===== src/rtl/enet_mdio_sched_pkg.sv =====
// Shared constants for the MDIO scheduler: PHY register map, PHYSTS bit
// positions, scheduler state encodings and the master command record.
package enet_mdio_sched_pkg;

  localparam logic [4:0] REG_BMCR   = 5'h00;
  localparam logic [4:0] REG_BMSR   = 5'h01;
  localparam logic [4:0] REG_PHYSTS = 5'h10;

  localparam int PHYSTS_LINK    = 0;
  localparam int PHYSTS_SPEED10 = 1;
  localparam int PHYSTS_DUPLEX  = 2;

  localparam logic [2:0] S_CFG    = 3'd0;
  localparam logic [2:0] S_IDLE   = 3'd1;
  localparam logic [2:0] S_CPU    = 3'd2;
  localparam logic [2:0] S_POLL_A = 3'd3;
  localparam logic [2:0] S_POLL_B = 3'd4;

  typedef struct packed {
    logic        we;
    logic [4:0]  addr;
    logic [15:0] data;
  } md_cmd_t;

endpackage


===== src/rtl/enet_mdio_sched_master.sv =====
// Single-outstanding Wishbone master towards the MDIO controller.
// Raises cyc+stb on i_start, drops stb once accepted, waits for ack or
// a timeout, then reports o_done for one cycle with the read data.
module mdio_wb_master
  import enet_mdio_sched_pkg::*;
#(
  parameter logic [11:0] TIMEOUT_CYCLES = 12'hfff
) (
  input  logic        i_clk,
  input  logic        i_rst,
  input  logic        i_start,
  input  md_cmd_t     i_cmd,
  output logic        o_md_cyc,
  output logic        o_md_stb,
  output logic        o_md_we,
  output logic [4:0]  o_md_addr,
  output logic [15:0] o_md_data,
  input  logic        i_md_ack,
  input  logic        i_md_stall,
  input  logic [31:0] i_md_data,
  output logic        o_done,
  output logic        o_timeout,
  output logic [15:0] o_rdata
);

  logic [11:0] tmo;
  logic        unused_md_hi;

  // Upper half of the controller data bus carries nothing for us.
  assign unused_md_hi = ^i_md_data[31:16];

  // Transaction handshake, ack wait and timeout countdown.
  always_ff @(posedge i_clk) begin
    if (i_rst) begin
      o_md_cyc  <= 1'b0;
      o_md_stb  <= 1'b0;
      o_md_we   <= 1'b0;
      o_md_addr <= '0;
      o_md_data <= '0;
      o_done    <= 1'b0;
      o_timeout <= 1'b0;
      o_rdata   <= '0;
      tmo       <= '0;
    end else begin
      o_done    <= 1'b0;
      o_timeout <= 1'b0;
      if (i_start && !o_md_cyc) begin
        o_md_cyc  <= 1'b1;
        o_md_stb  <= 1'b1;
        o_md_we   <= i_cmd.we;
        o_md_addr <= i_cmd.addr;
        o_md_data <= i_cmd.data;
        tmo       <= TIMEOUT_CYCLES;
      end else if (o_md_cyc) begin
        if (o_md_stb && !i_md_stall) o_md_stb <= 1'b0;
        if (i_md_ack) begin
          o_md_cyc <= 1'b0;
          o_md_stb <= 1'b0;
          o_done   <= 1'b1;
          o_rdata  <= i_md_data[15:0];
        end else if (tmo == '0) begin
          // No answer: release the bus and hand back all-ones like a floating MDIO line.
          o_md_cyc  <= 1'b0;
          o_md_stb  <= 1'b0;
          o_done    <= 1'b1;
          o_timeout <= 1'b1;
          o_rdata   <= 16'hffff;
        end else begin
          tmo <= tmo - 12'd1;
        end
      end
    end
  end

endmodule


===== src/rtl/enet_mdio_sched.sv =====
// Shares the MDIO controller between the CPU bus and a PHY link poller.
// Writes BMCR once after reset, then periodically reads BMSR and PHYSTS
// and publishes decoded link status plus a link-change pulse.
module enet_mdio_sched
  import enet_mdio_sched_pkg::*;
#(
  parameter logic [15:0]          INIT_BMCR      = 16'h3100,
  parameter int                   POLL_BITS      = 24,
  parameter logic [POLL_BITS-1:0] POLL_CYCLES    = 24'd10_000_000,
  parameter logic [11:0]          TIMEOUT_CYCLES = 12'hfff
) (
  input  logic        i_clk,
  input  logic        i_rst,
  input  logic        i_wb_cyc,
  input  logic        i_wb_stb,
  input  logic        i_wb_we,
  input  logic [4:0]  i_wb_addr,
  input  logic [15:0] i_wb_data,
  output logic        o_wb_ack,
  output logic        o_wb_stall,
  output logic [31:0] o_wb_data,
  output logic        o_md_cyc,
  output logic        o_md_stb,
  output logic        o_md_we,
  output logic [4:0]  o_md_addr,
  output logic [15:0] o_md_data,
  input  logic        i_md_ack,
  input  logic        i_md_stall,
  input  logic [31:0] i_md_data,
  output logic [15:0] o_bmsr,
  output logic [15:0] o_physts,
  output logic        o_link_up,
  output logic        o_speed100,
  output logic        o_full_duplex,
  output logic        o_int,
  output logic        o_timeout_err
);

  logic [2:0]           state;
  logic                 issued;     // current state's transaction already launched
  logic                 cpu_live;   // requester still holds its cycle
  md_cmd_t              cpu_cmd;
  md_cmd_t              cmd;
  logic [POLL_BITS-1:0] poll_cnt;
  logic                 poll_due;
  logic                 cpu_req;
  logic                 start;
  logic                 link_prev;
  logic                 m_cyc, m_stb;
  logic                 md_done, md_timeout;
  logic [15:0]          md_rdata;

  assign poll_due   = (poll_cnt == '0);
  assign o_wb_stall = (state != S_IDLE) | (poll_due & ~i_wb_stb);
  assign cpu_req    = i_wb_stb & ~o_wb_stall;
  assign start      = (state != S_IDLE) && !issued;

  // Reset pulls the bus request down immediately, not one edge later.
  assign o_md_cyc = m_cyc & ~i_rst;
  assign o_md_stb = m_stb & ~i_rst;

  assign o_link_up     = o_physts[PHYSTS_LINK];
  assign o_speed100    = o_link_up & ~o_physts[PHYSTS_SPEED10];
  assign o_full_duplex = o_physts[PHYSTS_DUPLEX];

  // Command presented to the master for the transaction owned by the current state.
  always_comb begin
    cmd = '{we: 1'b0, addr: REG_BMCR, data: 16'h0};
    case (state)
      S_CFG:    cmd = '{we: 1'b1, addr: REG_BMCR, data: INIT_BMCR};
      S_CPU:    cmd = cpu_cmd;
      S_POLL_A: cmd.addr = REG_BMSR;
      S_POLL_B: cmd.addr = REG_PHYSTS;
      default:  ;
    endcase
  end

  // Scheduler state, poll timer, CPU response and status caches.
  always_ff @(posedge i_clk) begin
    if (i_rst) begin
      state         <= S_CFG;
      issued        <= 1'b0;
      cpu_live      <= 1'b0;
      cpu_cmd       <= '0;
      poll_cnt      <= '0;
      o_wb_ack      <= 1'b0;
      o_wb_data     <= '0;
      o_bmsr        <= '0;
      o_physts      <= '0;
      link_prev     <= 1'b0;
      o_int         <= 1'b0;
      o_timeout_err <= 1'b0;
    end else begin
      o_wb_ack <= 1'b0;
      if (start) issued <= 1'b1;
      if (state != S_POLL_A && state != S_POLL_B && poll_cnt != '0)
        poll_cnt <= poll_cnt - POLL_BITS'(1);
      case (state)
        S_CFG: if (md_done) begin
          state  <= S_IDLE;
          issued <= 1'b0;
        end
        S_IDLE: begin
          if (cpu_req) begin
            cpu_cmd  <= '{we: i_wb_we, addr: i_wb_addr, data: i_wb_data};
            cpu_live <= i_wb_cyc;
            state    <= S_CPU;
          end else if (poll_due) begin
            state <= S_POLL_A;
          end
        end
        S_CPU: begin
          if (!i_wb_cyc) cpu_live <= 1'b0;
          if (md_done) begin
            // An abandoned request still finishes on MDIO but gets no ack.
            if (cpu_live && i_wb_cyc) begin
              o_wb_ack  <= 1'b1;
              o_wb_data <= {16'h0, md_rdata};
            end
            state  <= S_IDLE;
            issued <= 1'b0;
          end
        end
        S_POLL_A: if (md_done) begin
          o_bmsr <= md_rdata;
          state  <= S_POLL_B;
          issued <= 1'b0;
        end
        S_POLL_B: if (md_done) begin
          o_physts <= md_rdata;
          poll_cnt <= POLL_CYCLES;
          state    <= S_IDLE;
          issued   <= 1'b0;
        end
        default: state <= S_CFG;
      endcase
      if (md_timeout) o_timeout_err <= 1'b1;
      link_prev <= o_link_up;
      o_int     <= o_link_up ^ link_prev;
    end
  end

  mdio_wb_master #(.TIMEOUT_CYCLES(TIMEOUT_CYCLES)) u_master (
    .i_clk      (i_clk),
    .i_rst      (i_rst),
    .i_start    (start),
    .i_cmd      (cmd),
    .o_md_cyc   (m_cyc),
    .o_md_stb   (m_stb),
    .o_md_we    (o_md_we),
    .o_md_addr  (o_md_addr),
    .o_md_data  (o_md_data),
    .i_md_ack   (i_md_ack),
    .i_md_stall (i_md_stall),
    .i_md_data  (i_md_data),
    .o_done     (md_done),
    .o_timeout  (md_timeout),
    .o_rdata    (md_rdata)
  );

endmodule


===== config.mk =====
export PLATFORM = sky130hd
export DESIGN_NAME = enet_mdio_sched
export DESIGN_NICKNAME = d
export VERILOG_FILES = /design/src/rtl/enet_mdio_sched_pkg.sv /design/src/rtl/enet_mdio_sched_master.sv /design/src/rtl/enet_mdio_sched.sv
export SDC_FILE = /design/constraint.sdc
export NUM_CORES = 1
export LEC_CHECK = 0
export CORE_AREA = 5 5 120 122
export CTS_BUF_LIST = sky130_fd_sc_hd__clkbuf_16
export CTS_CLUSTER_SIZE = 12
export DETAILED_ROUTE_END_ITERATION = 8
export DIE_AREA = 0 0 125 127
export HOLD_SLACK_MARGIN = 0.08
export PLACE_DENSITY = 0.78
export SYNTH_ARGS = -nofsm -noshare
export SYNTH_HDL_FRONTEND = slang
export SYNTH_SLANG_ARGS = --single-unit

===== constraint.sdc =====
create_clock -name i_clk -period 3.5 [get_ports i_clk]
set_input_delay 0.35 -clock i_clk [delete_from_list [all_inputs] [get_ports i_clk]]
set_output_delay 0.35 -clock i_clk [all_outputs]
set_load 0.03 [all_outputs]

### Yosys cells after proc, flatten, opt, wreduce, memory -nomap -nowiden

Index checks and enable logic that the tools add are counted.

* register bits after elaboration: 157
* input port bits: 60
* logic and storage cells: 120

* add/subtract/negate cells: 2
* eq/ne operators: 14
* mux-type cells: 35
* bitwise operators: 15
* reduce and logical (&&, ||, !) cells: 31

Operators by type and width (number)
* two-way mux 24 bit: 3
* two-way mux 12 bit: 4
* two-way mux 16 bit: 2
* case mux 16 bit (2 select lines): 1
* logical NOT 24 bit: 1
* nonzero test 24 bit: 1
* subtractor 24 x 1 -> 24 bit, second input constant: 1
* two-way mux 1 bit: 17
* case mux 5 bit (3 select lines): 1
* AND reduction 3 bit: 5
* logical NOT 12 bit: 1
* two-way mux 3 bit: 4
* subtractor 12 x 1 -> 12 bit, second input constant: 1
* case mux 3 bit (3 select lines): 1
* OR reduction 3 bit: 3
* != test 2 x 1 -> 1 bit, second input constant: 4
* NOT 1 bit: 8
* AND reduction 2 bit: 4
* OR reduction 4 bit: 2
* == test 3 x 2 -> 1 bit, second input constant: 2
* logical AND 1 bit: 6
* != test 3 bit, second input constant: 2
* nonzero test 2 bit: 3
* AND 1 bit: 5
* 11 further kinds: 15

### Longest topological paths before layout

* depth after elaboration: 7
* depth in mapped cells: 8

### Hierarchy

A second synthesis with hierarchy kept.

* cell total of the unflattened synthesis: 819
* area, all modules: 6555.0 um^2

By module, submodules not included
* enet_mdio_sched: times used 1, cells an instance 567, area each 4423.0 um^2, seq. area each 2062.0 um^2
* mdio_wb_master: times used 1, cells an instance 252, area each 2132.0 um^2, seq. area each 1081.0 um^2

### Worst setup path before layout

Ideal clock, no wire load.

* path kind: register to output
* from: reg poll_cnt[10]
* to: out o_wb_stall
* data arrival time: 2.531 ns
* required time: 3.150 ns
* setup slack: 0.619 ns
* stages on the path, launching flop included: 5
* path through: dfxtp_1 or4_4 or4_4 or3_4 o31ai_1

* cells in the longest elaborated chain, start to end: 3

Ends and longest elaborated chain
* from (decl): line enet_mdio_sched.sv:44 `logic [POLL_BITS-1:0] poll_cnt;`
* from (signal assigned): line enet_mdio_sched.sv:97 `poll_cnt <= poll_cnt - POLL_BITS'(1);`
* logical NOT 24 bit: line enet_mdio_sched.sv:53 `assign poll_due = (poll_cnt == '0);`
* AND 1 bit: line enet_mdio_sched.sv:54 `assign o_wb_stall = (state != S_IDLE) | (poll_due & ~i_wb_stb);`
* OR 1 bit: line enet_mdio_sched.sv:54
* to (decl): line enet_mdio_sched.sv:20 `output logic o_wb_stall,`

Every way passes these cells.

### Final worst setup path

Ends and elaborated chain as after synthesis.

==> results.json <==
{
  "status": "finished clean",
  "maxSlewViolCount": 0,
  "holdCritStartpoint": "i_rst",
  "yosysSeqAreaShare_pct": 49.94,
  "layout_min_cycle_time_ns": 3.233,
  "pre_cts_ws_ns": 0.3885,
  "rsz0062_at_grt": "false",
  "slowest_stage": "or4_4",
  "ys.flop_type": "dfxtp_1",
  "crit_required_ns": 3.15,
  "setup_viol": 0,
  "finalSetupTns_ns": 0,
  "grt_pass1_wl_um": 26290,
  "n_fill_cell": 1142,
  "grt.overflow.total": 0,
  "clock.fmax_mhz": 309.3,
  "startpoint_type": "register",
  "fin_crit_sh_pct": 92.36,
  "drcViolationCount": 0,
  "grt_antenna_before_repair": 0,
  "synth_top_area_share_pct": 49.94,
  "r2r_cells": 5,
  "h-tree-depth": 4,
  "layout_commonest_cell": "nand2_1",
  "cp_num_buf_inv": 1,
  "num_rows": 42,
  "end_kind": "output port",
  "finalPower_w": 0.004807,
  "dr.pass1.iters": 5,
  "clock_skew_ns": 0.005736,
  "worstHoldPathCells": 2,
  "async_flop_share_pct": 0,
  "r2r_slack_ns": 0.91,
  "synthCells": 784,
  "yosys-top-cells-area": "dfxtp_1 50%, nand2_1 10%, a21oi_1 9.2%",
  "ant_nets": 0,
  "cts_tree": "yes",
  "critPathMaxStageDelay_ns": 0.58,
  "min-delay-path-class": "in2reg",
  "synthesis.area_sq_um": 6294,
  "critPathMaxFanout": 6,
  "vdd_ir_drop_max_v": 0.0002754,
  "relSlewSlack_pct": 38.29,
  "hold_slack_ns": 0.3680,
  "whs_endpoint": "o_timeout_err",
  "drv_cap": 0,
  "wl_per_cell_um": 15.04,
  "cts.sinks": 157,
  "die_y_um": 127,
  "startpoint": "poll_cnt[10]",
  "r2r-start": "poll_cnt[10]",
  "boundaryPins": 155,
  "synth_edf_count": 0,
  "dpl.hpwl_um": 10600,
  "stdcell_area_sq_um": 8097,
  "start_util_pct": 48.10,
  "yosys_warnings": 0,
  "gr-usage-all-layers_pct": 20.02,
  "crit_family": "simple AND/OR/NAND/NOR gates",
  "n_antenna_cell": 0,
  "ys_ff_latch": 157,
  "seqCellArea_sq_um": 3143,
  "layout_common_cells": "169 x nand2_1, 157 x dfxtp_1, 120 x clkdlybuf4s50_1",
  "numCtsBuffers": 17,
  "drt-initial-drc-count": 392,
  "postCtsSetupRepairBufs": 0,
  "area_growth_pct": 28.65,
  "gp_congestion": 0.7961,
  "clk_path_buf_depth": 2,
  "p_leak_nw": 2.805,
  "grt_pass1_vias": 5301,
  "grt_max_degree": 58,
  "totalWireLength_um": 16090,
  "path_class": "reg2out",
  "clk_latency_ns": 0.42,
  "die-area_sq_um": 15880,
  "core_area_sq_um": 13090,
  "finalHoldViolCount": 0,
  "r2r-end": "poll_cnt[22]",
  "tightest_slew_ns": 0.9129,
  "cts-root-buf": "clkbuf_16",
  "synth_area_per_cell_sq_um": 8.027,
  "multi_input_area_sq_um": 2859,
  "path_common_cell": "or4_4",
  "ys_types": 45,
  "setup_ws_ns": 0.2674,
  "clk_pin_slew_worst_paths_ns": 0.06,
  "crit_path_cell_trace": "or4_4 > or4_4 > or3_4 > o31ai_1 > dlygate4sd2_1",
  "yosysTopAreaCell": "dfxtp_1",
  "via_per_inst": 5.221,
  "drive_above_1_share_pct": 5.369,
  "port_buffers": 122,
  "worstPathArrival_ns": 2.88,
  "place_area_sq_um": 7542,
  "die_x_um": 125,
  "vias": 5586,
  "final_nets": 943,
  "power.density_nw_per_um2": 593.7
}
## flip-flops by register name, indices dropped and copies added (netlist names), 3 cells and up
signal	flops
o_wb_data	16
o_physts	16
u_master.o_md_data	16
o_bmsr	16
cpu_cmd	22
u_master.tmo	12
poll_cnt	24
state	3
u_master.o_rdata	16
u_master.o_md_addr	5
## layout make-up
type	count	area share, %
inverters	7	0.3245
clock inverters	15	1.607
repair buffers	132	15.96
multi-input cells	566	35.31
clock buffers	17	5.254
well taps	176	2.720
flip-flops and latches	157	38.82
## synth_stat cells, types with 2 or more instances
master	n
a211oi_1	7
a21oi_1	116
a31oi_1	6
and2_1	4
and3_1	2
buf_1	2
buf_4	18
clkbuf_1	49
dfxtp_1	157
ha_1	2
inv_1	7
nand2_1	169
nand2b_1	7
nand3_1	27
nand3b_1	5
nand4_1	3
nor2_1	69
nor2b_1	9
nor3_1	28
nor3b_1	2
nor4_1	9
o2111ai_1	2
o211ai_1	6
o21ai_0	7
o31ai_1	8
or2_2	2
or3_1	11
or4_1	13
or4_4	3
xnor2_1	7
xor2_1	13
## worst reg2reg max path: stages, from the launching register on
cell and delay (ns):
dfxtp_1 0.34, or4_4 0.58, or4_4 0.56, or3_4 0.37, or4_1 0.51, a21oi_1 0.15
## what timing repair did
item,4_1_cts,5_1_grt
gates resized for setup,1,0
hold endpoints to repair,0,0
hold buffers,0,0
setup endpoints to repair,1,0
## where the power goes
group          switching (W)  internal (W)
sequential          0.000133       0.00192
clock               0.000711       0.00103
combinational       0.000590      0.000425
## metal layers
metal  GRT usage, %  vias up  wire (um)
met4          8.737        0        316
met5              0        -          0
met1          25.84     2582       7212
met2          32.68      146       7763
li1               -     2833          -
met3          4.174       25        797
## through the flow
| stage | cells | utilization (%) |
|---|---|---|
| after floorplan | 799 | - |
| after CTS | 1070 | 61.88 |
| after global placement | 1038 | 57.64 |
| after detailed placement | 1038 | 57.64 |
| final | 1070 | 61.88 |
| after global routing | 1070 | 61.88 |
## worst max path at each step
stage | to | cells after the start
global placement | o_wb_stall | 5
CTS | o_wb_stall | 5
floorplan | o_wb_stall | 4
global route | o_wb_stall | 5
detailed placement | o_wb_stall | 5
finish | o_wb_stall | 5
## cells by family after synthesis
kind of cell / count (synthesis) / share of synthesized area [%]
simple gates: 371 / 27.40
mux: 1 / 0.1591
xor+xnor: 20 / 2.783
fa+ha+maj: 2 / 0.3976
compound gates: 156 / 13.66
buf+inv: 76 / 5.607
other cells: 1 / 0.05958
flops: 157 / 49.94
Power figures use the tool's default switching activity.
